### src/rtl/rom_dl_pkg.sv
// Shared definitions for the ROM download sequencer: region map, FSM states, error bits.
package rom_dl_pkg;

    localparam int unsigned NumRegions = 4;

    // Region indices double as bit positions in the one-hot write strobe.
    localparam int unsigned RegCpu   = 0;
    localparam int unsigned RegSound = 1;
    localparam int unsigned RegGfx   = 2;
    localparam int unsigned RegProm  = 3;

    localparam int unsigned RegionBase [NumRegions] = '{32'h0000, 32'h4000, 32'h4800, 32'h5000};
    localparam int unsigned RegionSize [NumRegions] = '{32'h4000, 32'h0800, 32'h0800, 32'h0020};

    // Sticky error flag positions.
    localparam int unsigned ErrW   = 2;
    localparam int unsigned ErrMap = 0;
    localparam int unsigned ErrOvr = 1;

    typedef enum logic [2:0] {
        StIdle,
        StLoad,
        StWrite,
        StPostRst,
        StRun
    } state_e;

endpackage

### src/rtl/rom_dl_decode.sv
// Combinational download-address decoder: region one-hot, region-relative offset, valid.
module rom_dl_decode
    import rom_dl_pkg::*;
#(
    parameter int unsigned AW = 16
) (
    input  logic [AW-1:0]         dl_addr,
    output logic [NumRegions-1:0] region,
    output logic [AW-1:0]         offset,
    output logic                  valid
);

    logic [31:0] addr_ext;

    // Regions do not overlap, so the first hit is the only hit.
    always_comb begin
        region   = '0;
        offset   = '0;
        valid    = 1'b0;
        addr_ext = 32'(dl_addr);
        for (int i = 0; i < NumRegions; i++) begin
            if (!valid && addr_ext >= RegionBase[i] &&
                addr_ext < RegionBase[i] + RegionSize[i]) begin
                region[i] = 1'b1;
                offset    = AW'(addr_ext - RegionBase[i]);
                valid     = 1'b1;
            end
        end
    end

endmodule

### src/rtl/rom_dl_sequencer.sv
// ROM download sequencer: routes hps_io download bytes to memory regions, holds the
// game core in reset during and after the download, and tracks checksum and errors.
module rom_dl_sequencer
    import rom_dl_pkg::*;
#(
    parameter int unsigned POST_RST_CYCLES = 1024,
    parameter int unsigned AW              = 16
) (
    input  logic                  clk_sys,
    input  logic                  reset_n,
    input  logic                  dl_active,
    input  logic                  dl_wr,
    input  logic [AW-1:0]         dl_addr,
    input  logic [7:0]            dl_data,
    output logic                  dl_wait,
    input  logic                  reset_req,
    output logic [AW-1:0]         mem_addr,
    output logic [7:0]            mem_data,
    output logic [NumRegions-1:0] mem_we,
    input  logic                  mem_ready,
    output logic                  core_reset,
    output logic [15:0]           checksum,
    output logic [ErrW-1:0]       err
);

    localparam int unsigned CntW = (POST_RST_CYCLES > 1) ? $clog2(POST_RST_CYCLES) : 1;
    localparam logic [CntW-1:0] CntLast = CntW'(POST_RST_CYCLES - 1);

    state_e                state_q, state_d;
    logic [AW-1:0]         addr_q, addr_d;
    logic [7:0]            data_q, data_d;
    logic [NumRegions-1:0] region_q, region_d;
    logic [15:0]           checksum_q, checksum_d;
    logic [ErrW-1:0]       err_q, err_d;
    logic [CntW-1:0]       cnt_q, cnt_d;

    logic [NumRegions-1:0] dec_region;
    logic [AW-1:0]         dec_offset;
    logic                  dec_valid;

    rom_dl_decode #(
        .AW (AW)
    ) u_decode (
        .dl_addr (dl_addr),
        .region  (dec_region),
        .offset  (dec_offset),
        .valid   (dec_valid)
    );

    // State and datapath registers; async reset clears everything including a pending write.
    always_ff @(posedge clk_sys or negedge reset_n) begin
        if (!reset_n) begin
            state_q    <= StIdle;
            addr_q     <= '0;
            data_q     <= '0;
            region_q   <= '0;
            checksum_q <= '0;
            err_q      <= '0;
            cnt_q      <= '0;
        end else begin
            state_q    <= state_d;
            addr_q     <= addr_d;
            data_q     <= data_d;
            region_q   <= region_d;
            checksum_q <= checksum_d;
            err_q      <= err_d;
            cnt_q      <= cnt_d;
        end
    end

    // Next-state logic; the hold counter only runs in POST_RST and sits at zero elsewhere.
    always_comb begin
        state_d    = state_q;
        addr_d     = addr_q;
        data_d     = data_q;
        region_d   = region_q;
        checksum_d = checksum_q;
        err_d      = err_q;
        cnt_d      = '0;

        case (state_q)
            StIdle: begin
                if (dl_active) begin
                    state_d    = StLoad;
                    checksum_d = '0;
                    err_d      = '0;
                end else begin
                    state_d = StPostRst;
                end
            end

            StLoad: begin
                if (!dl_active) begin
                    state_d = StPostRst;
                end else if (dl_wr) begin
                    if (dec_valid) begin
                        addr_d   = dec_offset;
                        data_d   = dl_data;
                        region_d = dec_region;
                        state_d  = StWrite;
                    end else begin
                        err_d[ErrMap] = 1'b1;
                    end
                end
            end

            StWrite: begin
                // Only one byte can be in flight; anything else is an overrun.
                if (dl_wr) begin
                    err_d[ErrOvr] = 1'b1;
                end
                if (mem_ready) begin
                    checksum_d = checksum_q + 16'(data_q);
                    state_d    = dl_active ? StLoad : StPostRst;
                end
            end

            StPostRst: begin
                if (reset_req) begin
                    cnt_d = '0;
                end else if (cnt_q == CntLast) begin
                    state_d = StRun;
                end else begin
                    cnt_d = cnt_q + 1'b1;
                end
            end

            StRun: begin
                // A new download takes priority over a reset request.
                if (dl_active) begin
                    state_d    = StLoad;
                    checksum_d = '0;
                    err_d      = '0;
                end else if (reset_req) begin
                    state_d = StPostRst;
                end
            end

            default: state_d = StIdle;
        endcase
    end

    // Outputs decode from registered state only, so reset takes effect without a clock.
    always_comb begin
        dl_wait    = (state_q == StWrite);
        mem_we     = (state_q == StWrite) ? region_q : '0;
        core_reset = (state_q != StRun);
        mem_addr   = addr_q;
        mem_data   = data_q;
        checksum   = checksum_q;
        err        = err_q;
    end

endmodule

### config.mk
export PLATFORM = sky130hd
export DESIGN_NAME = rom_dl_sequencer
export DESIGN_NICKNAME = d
export VERILOG_FILES = /design/src/rtl/rom_dl_pkg.sv /design/src/rtl/rom_dl_decode.sv /design/src/rtl/rom_dl_sequencer.sv
export SDC_FILE = /design/constraint.sdc
export NUM_CORES = 1
export LEC_CHECK = 0
export ABC_AREA = 1
export CAP_MARGIN = 10
export CORE_AREA = 5 5 90 92
export DETAILED_ROUTE_END_ITERATION = 16
export DIE_AREA = 0 0 95 97
export MAX_ROUTING_LAYER = met4
export PLACE_DENSITY_LB_ADDON = 0.2
export SLEW_MARGIN = 20
export SYNTH_ARGS = -nofsm -noshare
export SYNTH_HDL_FRONTEND = slang
export SYNTH_HIERARCHICAL = 1
export SYNTH_SLANG_ARGS = --single-unit
### constraint.sdc
create_clock -name clk_sys -period 4.55 [get_ports clk_sys]
set_input_delay 0.455 -clock clk_sys [delete_from_list [all_inputs] [get_ports clk_sys]]
set_output_delay 0.455 -clock clk_sys [all_outputs]
set_load 0.02 [all_outputs]
==> results of run 1 <==
-- critical path: cells and delay by family --
| kind | cells | cell delay [ps] |
|---|---|---|
| AND/OR/NAND/NOR | 5 | 1340 |
| buffers and inverters | 3 | 1140 |
| adder cells (fa/ha/maj) | 1 | 330 |
| AO/OA/AOI/OAI | 2 | 210 |
-- final cells by class --
type                            instances  area, µm²  area share, %
Clock buffer                            9        124           2.47
Clock inverter                          7       92.6           1.85
Inverter                               91        352           7.01
Multi-Input combinational cell        385       2050           40.9
Sequential cell                        59       1480           29.4
Tap cell                               99        124           2.47
Timing Repair Buffer                   79        793           15.8
-- registers in the layout (all words and copies together), names as in the netlist --
name      flops
state_q       3
checksum     16
cnt_q        10
err           2
region_q      4
mem_addr     16
mem_data      8
-- worst paths after layout --
check | startpoint | endpoint | slack, ps | cells past startpoint
max | dl_addr[15] | region_q[1] | 1280 | 11
min | reset_n | cnt_q[7] | 270 | 2
max reg2reg | mem_data[0] | checksum[8] | 2500 | 11
min reg2reg | cnt_q[0] | cnt_q[0] | 470 | 1
max in group asynchronous | reset_n | mem_addr[11] | 3790 | 2
min in group clk_sys | cnt_q[0] | cnt_q[0] | 470 | 1
-- power groups by stage --
| stage | registers, µW | logic [µW] | clock network, µW |
|---|---|---|---|
| 3_5_place_dp | 851 | 1470 | 0 |
| 4_1_cts | 846 | 1490 | 539 |
| 6_report | 848 | 1480 | 528 |
| 5_1_grt | 868 | 1630 | 561 |
| 2_1_floorplan | 981 | 785 | 0 |
| 3_3_place_gp | 850 | 1430 | 0 |
-- cells by family after synthesis --
logic type      after synthesis  synth area share, %
compound gates               80                 12.7
xor+xnor                      9                 2.00
fa+ha+maj                    19                 6.21
buf+inv                      99                 10.6
flops                        59                 37.4
simple gates                277                 31.1
-- metal layers --
metal,vias to the layer above,global-route usage [%]
met5,-,-
met1,1732,31.0
met2,82,38.0
li1,1895,-
met4,0,5.66
met3,8,5.12
-- cells in the final DEF (no fill, tap or decap), types with 3 or more instances in the layout --
master / netlist / layout
sky130_fd_sc_hd__a21boi_2: 7 / 7
sky130_fd_sc_hd__nor3_1: 5 / 5
sky130_fd_sc_hd__nor2_1: 67 / 67
sky130_fd_sc_hd__a21oi_1: 19 / 19
sky130_fd_sc_hd__nand2_1: 140 / 140
sky130_fd_sc_hd__nand3_1: 32 / 32
sky130_fd_sc_hd__a21oi_2: 6 / 6
sky130_fd_sc_hd__o21ai_1: 22 / 22
sky130_fd_sc_hd__xnor2_1: 4 / 4
sky130_fd_sc_hd__clkbuf_8: 0 / 9
sky130_fd_sc_hd__inv_1: 85 / 85
sky130_fd_sc_hd__nand2_2: 7 / 7
sky130_fd_sc_hd__a21boi_0: 4 / 4
sky130_fd_sc_hd__ha_1: 18 / 18
sky130_fd_sc_hd__inv_2: 4 / 4
sky130_fd_sc_hd__nand4_1: 11 / 11
sky130_fd_sc_hd__clkdlybuf4s50_1: 0 / 76
sky130_fd_sc_hd__clkinv_2: 0 / 3
sky130_fd_sc_hd__o21ai_0: 15 / 15
sky130_fd_sc_hd__xor2_1: 5 / 5
sky130_fd_sc_hd__dfrtp_1: 59 / 59
-- stage by stage --
| stage | instance area (µm²) | hold WS [ps] |
|---|---|---|
| 3_5_place_dp | 4800 | 458 |
| 6_report | 5010 | 265 |
| 3_3_place_gp | 4800 | 444 |
| 5_1_grt | 5010 | 317 |
| 4_1_cts | 5010 | 287 |
| 2_1_floorplan | 3950 | 159 |
==> summary.txt, run 1 <==
Job
  – Total of max-cap violations: 0

Logic synthesis
  – Most instantiated library cell after synthesis: sky130_fd_sc_hd__nand2_1
  – Leading register cell type out of synthesis: sky130_fd_sc_hd__dfrtp_1
  – Post-synthesis sequential element count: 59
  – Synthesized area divided by synthesized cell count: 7.27 µm²
  – Post-synthesis cell type count: 40
  – Number of synthesized flops with an enable pin: 0
  – Combined area of all synthesized cells: 0.00395 mm²
  – Most instantiated cells after synthesis: sky130_fd_sc_hd__nand2_1 (140), sky130_fd_sc_hd__inv_1 (85), sky130_fd_sc_hd__nor2_1 (67)
  – Cells after Synth: 543
  – Top cell type by total area after synthesis: sky130_fd_sc_hd__dfrtp_1
  – YS warnings: 6
  – Dominant cells by area after synthesis: sky130_fd_sc_hd__dfrtp_1 (37%), sky130_fd_sc_hd__nand2_1 (13%), sky130_fd_sc_hd__inv_1 (8.1%), sky130_fd_sc_hd__nor2_1 (6.4%), sky130_fd_sc_hd__ha_1 (5.7%)
  – Net count after synthesis: 592
  – Fraction of post-synthesis cell area in the top cell type by area: 37.4%
  – Seq/Total Area, Yosys: 37.4%
  – Share of flip-flops with an asynchronous set or reset: 100%

Finish
  – Antenna Diode Count: 0
  – Total of fill cells in the finished design: 627
  – Filler-free cell count of the finished design: 729
  – # nets final: 674
  – Layout cell share with drive strength beyond 1: 9.37%
  – Final core area utilization: 70.2%
  – Synth-to-layout area growth: 27.0%

GRT
  – Via count of the first global-routing pass: 3679
  – Antenna violations before repair: 0
  – First-pass GRT wire length: 17.2 mm
  – Aggregate global-route resource usage: 23.9%
  – Pin count of the biggest net entering global routing: 60
  – GR Overflow Total: 0

CTS
  – CTS root buf: sky130_fd_sc_hd__clkbuf_8
  – Cts hold-fix bufs: 0
  – Clk Latency, worst-skew pair: 340 ps
  – Total number of clock tree sinks: 59
  – Clock input transition at the sequential cells of the worst setup and hold paths: 70 ps
  – TritonCTS clock tree: built
  – Number of levels the H-tree was split into: 3
  – Clock buffer depth: 2
  – Num CTS Buffers: 9
  – Quantity of gates resized following cts: 0
  – Setup fix buffers added after clock tree synthesis: 0

Setup path
  – Arrival time reported for the critical path endpoint: 3480 ps
  – Critical-path top delay cell: sky130_fd_sc_hd__clkdlybuf4s50_1
  – Crit end category: register
  – Most frequent cell on the critical path: sky130_fd_sc_hd__nand2_1
  – Worst path max stage delay: 550 ps
  – Worst-path cell chain: clkdlybuf4s50_1 -> inv_1 -> ha_1 -> nand2_1 -> a21oi_2 -> nand2_1 -> nand2_1 -> nand4_1 -> buf_12 -> nor2_1 -> a21oi_2
  – Critical path class: in2reg
  – Sort of element at the start of the critical path: input port
  – Worst endpoint required time: 4770 ps
  – Critical-path maximum fanout: 46

Placement
  – Placer's final routability congestion estimate: 0.927
  – Post-Place Setup Slack: 998 ps
  – IO Port Bufs: 77
  – Placed Instances: 713
  – HPWL after DPL: 7.74 mm

Power
  – Net switching power figure: 1250 µW
  – Power share of the sequential group: 29.7%
  – Peak supply drop: 0.370 mV
  – Power per unit of standard cell area: 569 mW/mm²
  – Switching Share: 43.8%
  – Combinational share of power: 51.8%
  – Clock group share of total power: 18.5%
  – Total chip power: 2850 µW
  – Int Pwr: 1600 µW
  – Static Leak: 0.00248 µW

Drt
  – Routed length per instance: 13.8 µm
  – Via count: 3717
  – Uppermost routed layer: met4
  – Met2 layer wire length in the routed design: 4.82 mm
  – Antenna Violating Nets Remaining: 0
  – Iteration-0 DRC Markers: 161
  – Sum of routed wire length over all layers: 10.1 mm
  – Sum of met3 wire segment lengths after detailed routing: 460 µm
  – Per-cell via count in the routed design: 5.10
  – First-pass iteration count of the detailed router: 4
  – Post-detailed-route DRC marker count: 0
  – Met1 WL: 4.69 mm

STA
  – Unrepaired setup endpoints after global routing: false
  – Fin worst setup slack: 1280 ps
  – Hold violation total from the final report: 0
  – Slew @ Worst Pin: 745 ps
  – Worst clock skew: 13.3 ps
  – Final-report setup violation count: 0
  – Final worst path period share: 71.8%
  – Max-slew violations: 0
  – Min Tclk post-route: 3270 ps
  – Highest achievable clock rate: 306 MHz
  – Slew HR: 50.4%
  – Sum of negative setup slack: 0 ps

Status
  – Run status: completed

Hold path
  – Min-Delay Path Class: in2async

Die
  – I/O pin cnt: 78
  – Core area: 0.00714 mm²
  – Horiz. Die Dim: 95 µm
  – Area of the die: 0.00922 mm²
  – Initial core utilization: 55.3%
  – Vertical die dimension: 97 µm
  – Floorplan row count: 31
Note: power is estimated with default switching activity, not from simulation.
==> run 2, diff against run 1 <==
--- a/config.mk
+++ b/config.mk
@@ -7,9 +7,9 @@
 export LEC_CHECK = 0
 export ABC_AREA = 1
 export CAP_MARGIN = 10
-export CORE_AREA = 5 5 90 92
+export CORE_AREA = 5 5 93 95
 export DETAILED_ROUTE_END_ITERATION = 16
-export DIE_AREA = 0 0 95 97
+export DIE_AREA = 0 0 98 100
 export MAX_ROUTING_LAYER = met4
 export PLACE_DENSITY_LB_ADDON = 0.2
 export SLEW_MARGIN = 20
==> constraint.sdc (replaced) <==
create_clock -name clk_sys -period 3.35 [get_ports clk_sys]
set_input_delay 0.335 -clock clk_sys [delete_from_list [all_inputs] [get_ports clk_sys]]
set_output_delay 0.335 -clock clk_sys [all_outputs]
set_load 0.02 [all_outputs]
==> run 2 against run 1 <==
Via count rose by 0.35%; critical path depth is the same; die area up 6.3%; utilization is 5.1 points lower; total power is 30% higher; clock skew down 1.6 ps.
==> summary.txt, run 2 (same netlist as run 1, synthesis figures left out) <==
CTS
  – Clock input transition at the sequential cells of the worst setup and hold paths: 80 ps
  – Num CTS Buffers: 9
  – Cts hold-fix bufs: 0
  – CTS root buf: sky130_fd_sc_hd__clkbuf_8
  – TritonCTS clock tree: built
  – Quantity of gates resized following cts: 0
  – Total number of clock tree sinks: 59
  – Clock buffer depth: 2
  – Setup fix buffers added after clock tree synthesis: 0
  – Clk Latency, worst-skew pair: 340 ps
  – Number of levels the H-tree was split into: 3

STA
  – Min Tclk post-route: 2480 ps
  – Fin worst setup slack: 875 ps
  – Slew @ Worst Pin: 736 ps
  – Final worst path period share: 73.9%
  – Final-report setup violation count: 0
  – Max-slew violations: 0
  – Worst clock skew: 11.7 ps
  – Worst hold margin: 49.5 ps
  – Slew HR: 51.0%
  – Highest achievable clock rate: 404 MHz
  – Sum of negative setup slack: 0 ps
  – Unrepaired setup endpoints after global routing: false
  – Hold violation total from the final report: 0

Placement
  – Post-Place Setup Slack: 595 ps
  – Placer's final routability congestion estimate: 0.985
  – Placed inst area: 0.00481 mm²
  – HPWL after DPL: 7.78 mm
  – IO Port Bufs: 77

Finish
  – Total of fill cells in the finished design: 678
  – Antenna Diode Count: 0
  – Leading cell types in the layout, fill and taps excluded: sky130_fd_sc_hd__nand2_1 (140), sky130_fd_sc_hd__inv_1 (85), sky130_fd_sc_hd__clkdlybuf4s50_1 (76), sky130_fd_sc_hd__nor2_1 (67), sky130_fd_sc_hd__dfrtp_1 (59)
  – Cell area after layout: 0.00498 mm²
  – # nets final: 677
  – Layout cell share with drive strength beyond 1: 9.64%
  – Most common cell after layout, fill and taps aside: sky130_fd_sc_hd__nand2_1
  – Synth-to-layout area growth: 26.1%

Setup path
  – Critical R2R Launch: mem_data[0]
  – Worst reg-to-reg path cell count: 11
  – Crit end category: register
  – Critical-path maximum fanout: 40
  – Crit. Startpoint: dl_addr[15]
  – Sort of element at the start of the critical path: input port
  – Worst endpoint required time: 3620 ps
  – Endpoint of the most critical setup path: region_q[2]
  – Arrival time reported for the critical path endpoint: 2740 ps
  – Register-to-register path setup slack: 1330 ps
  – Critical path class: in2reg
  – R2r endpoint: checksum[12]

GRT
  – Aggregate global-route resource usage: 21.8%
  – First-pass GRT wire length: 17.0 mm
  – GR Overflow Total: 0
  – Antenna violations before repair: 0
  – Pin count of the biggest net entering global routing: 41
  – Via count of the first global-routing pass: 3718

Die
  – I/O pin cnt: 78
  – Area of the die: 0.00980 mm²
  – Vertical die dimension: 100 µm
  – Floorplan row count: 32
  – Core area: 0.00765 mm²
  – Horiz. Die Dim: 98 µm
  – Initial core utilization: 51.6%

Drt
  – Per-cell via count in the routed design: 5.07
  – Routed length per instance: 13.5 µm
  – Iteration-0 DRC Markers: 124
  – Sum of routed wire length over all layers: 9.93 mm
  – First-pass iteration count of the detailed router: 7
  – Via count: 3730
  – Post-detailed-route DRC marker count: 0
  – Antenna Violating Nets Remaining: 0

Status
  – Run status: completed

Power
  – Static Leak: 0.00245 µW
  – Peak supply drop: 0.310 mV
  – Power per unit of standard cell area: 746 mW/mm²

Hold path
  – Min-Delay Path Class: in2async

Job
  – Total of max-cap violations: 0
==> run 2: final cells by class <==
cell class / instances / area, µm² / area share, %
Clock buffer: 10 / 128 / 2.56
Timing Repair Buffer: 82 / 803 / 16.1
Inverter: 91 / 352 / 7.06
Multi-Input combinational cell: 385 / 2050 / 41.2
Clock inverter: 6 / 41.3 / 0.829
Tap cell: 102 / 128 / 2.56
Sequential cell: 59 / 1480 / 29.6
==> run 2: how the worst min path moves through the flow <==
stage | depth (start not counted) | to | startpoint
6_report | 1 | mem_data[6] | reset_n
5_1_grt | 1 | mem_data[6] | reset_n
4_1_cts | 1 | mem_data[6] | reset_n
3_5_place_dp | 1 | mem_data[6] | reset_n
3_3_place_gp | 1 | mem_data[6] | reset_n
2_1_floorplan | 0 | checksum[0] | reset_n
==> run 2: critical path, stage by stage <==
cell                              delay, ps
sky130_fd_sc_hd__clkdlybuf4s50_1        640
sky130_fd_sc_hd__inv_1                  160
sky130_fd_sc_hd__ha_1                   290
sky130_fd_sc_hd__a21oi_1                250
sky130_fd_sc_hd__nand2_2                110
sky130_fd_sc_hd__a21oi_4                130
sky130_fd_sc_hd__nand2_1                100
sky130_fd_sc_hd__nand4_1                130
sky130_fd_sc_hd__buf_4                  370
sky130_fd_sc_hd__nor2_1                  90
sky130_fd_sc_hd__a21oi_2                110
==> run 2: report_power, final <==
part / switching (µW) / total, µW / internal, µW
Sequential: 196 / 1140 / 943
Clock: 301 / 569 / 268
Combinational: 1190 / 2010 / 818
==> run 2: layer usage <==
metal / vias to the layer above / track usage [%] / share of wire [%] / wire length (µm)
li1: 1888 / - / - / -
met4: 0 / 7.56 / 2.4 / 236
met3: 27 / 5.00 / 5.7 / 568
met5: - / - / 0 / 0
met2: 130 / 36.3 / 49 / 4850
met1: 1685 / 26.0 / 43 / 4280
==> run 2: through the flow <==
stage / instances / total power [µW] / utilization, %
after CTS: 735 / 3740 / 65.1
after global placement: 719 / 3120 / 62.9
final: 735 / 3720 / 65.1
after detailed placement: 719 / 3160 / 62.9
after floorplan: 543 / 2400 / -
after global routing: 735 / 4020 / 65.1
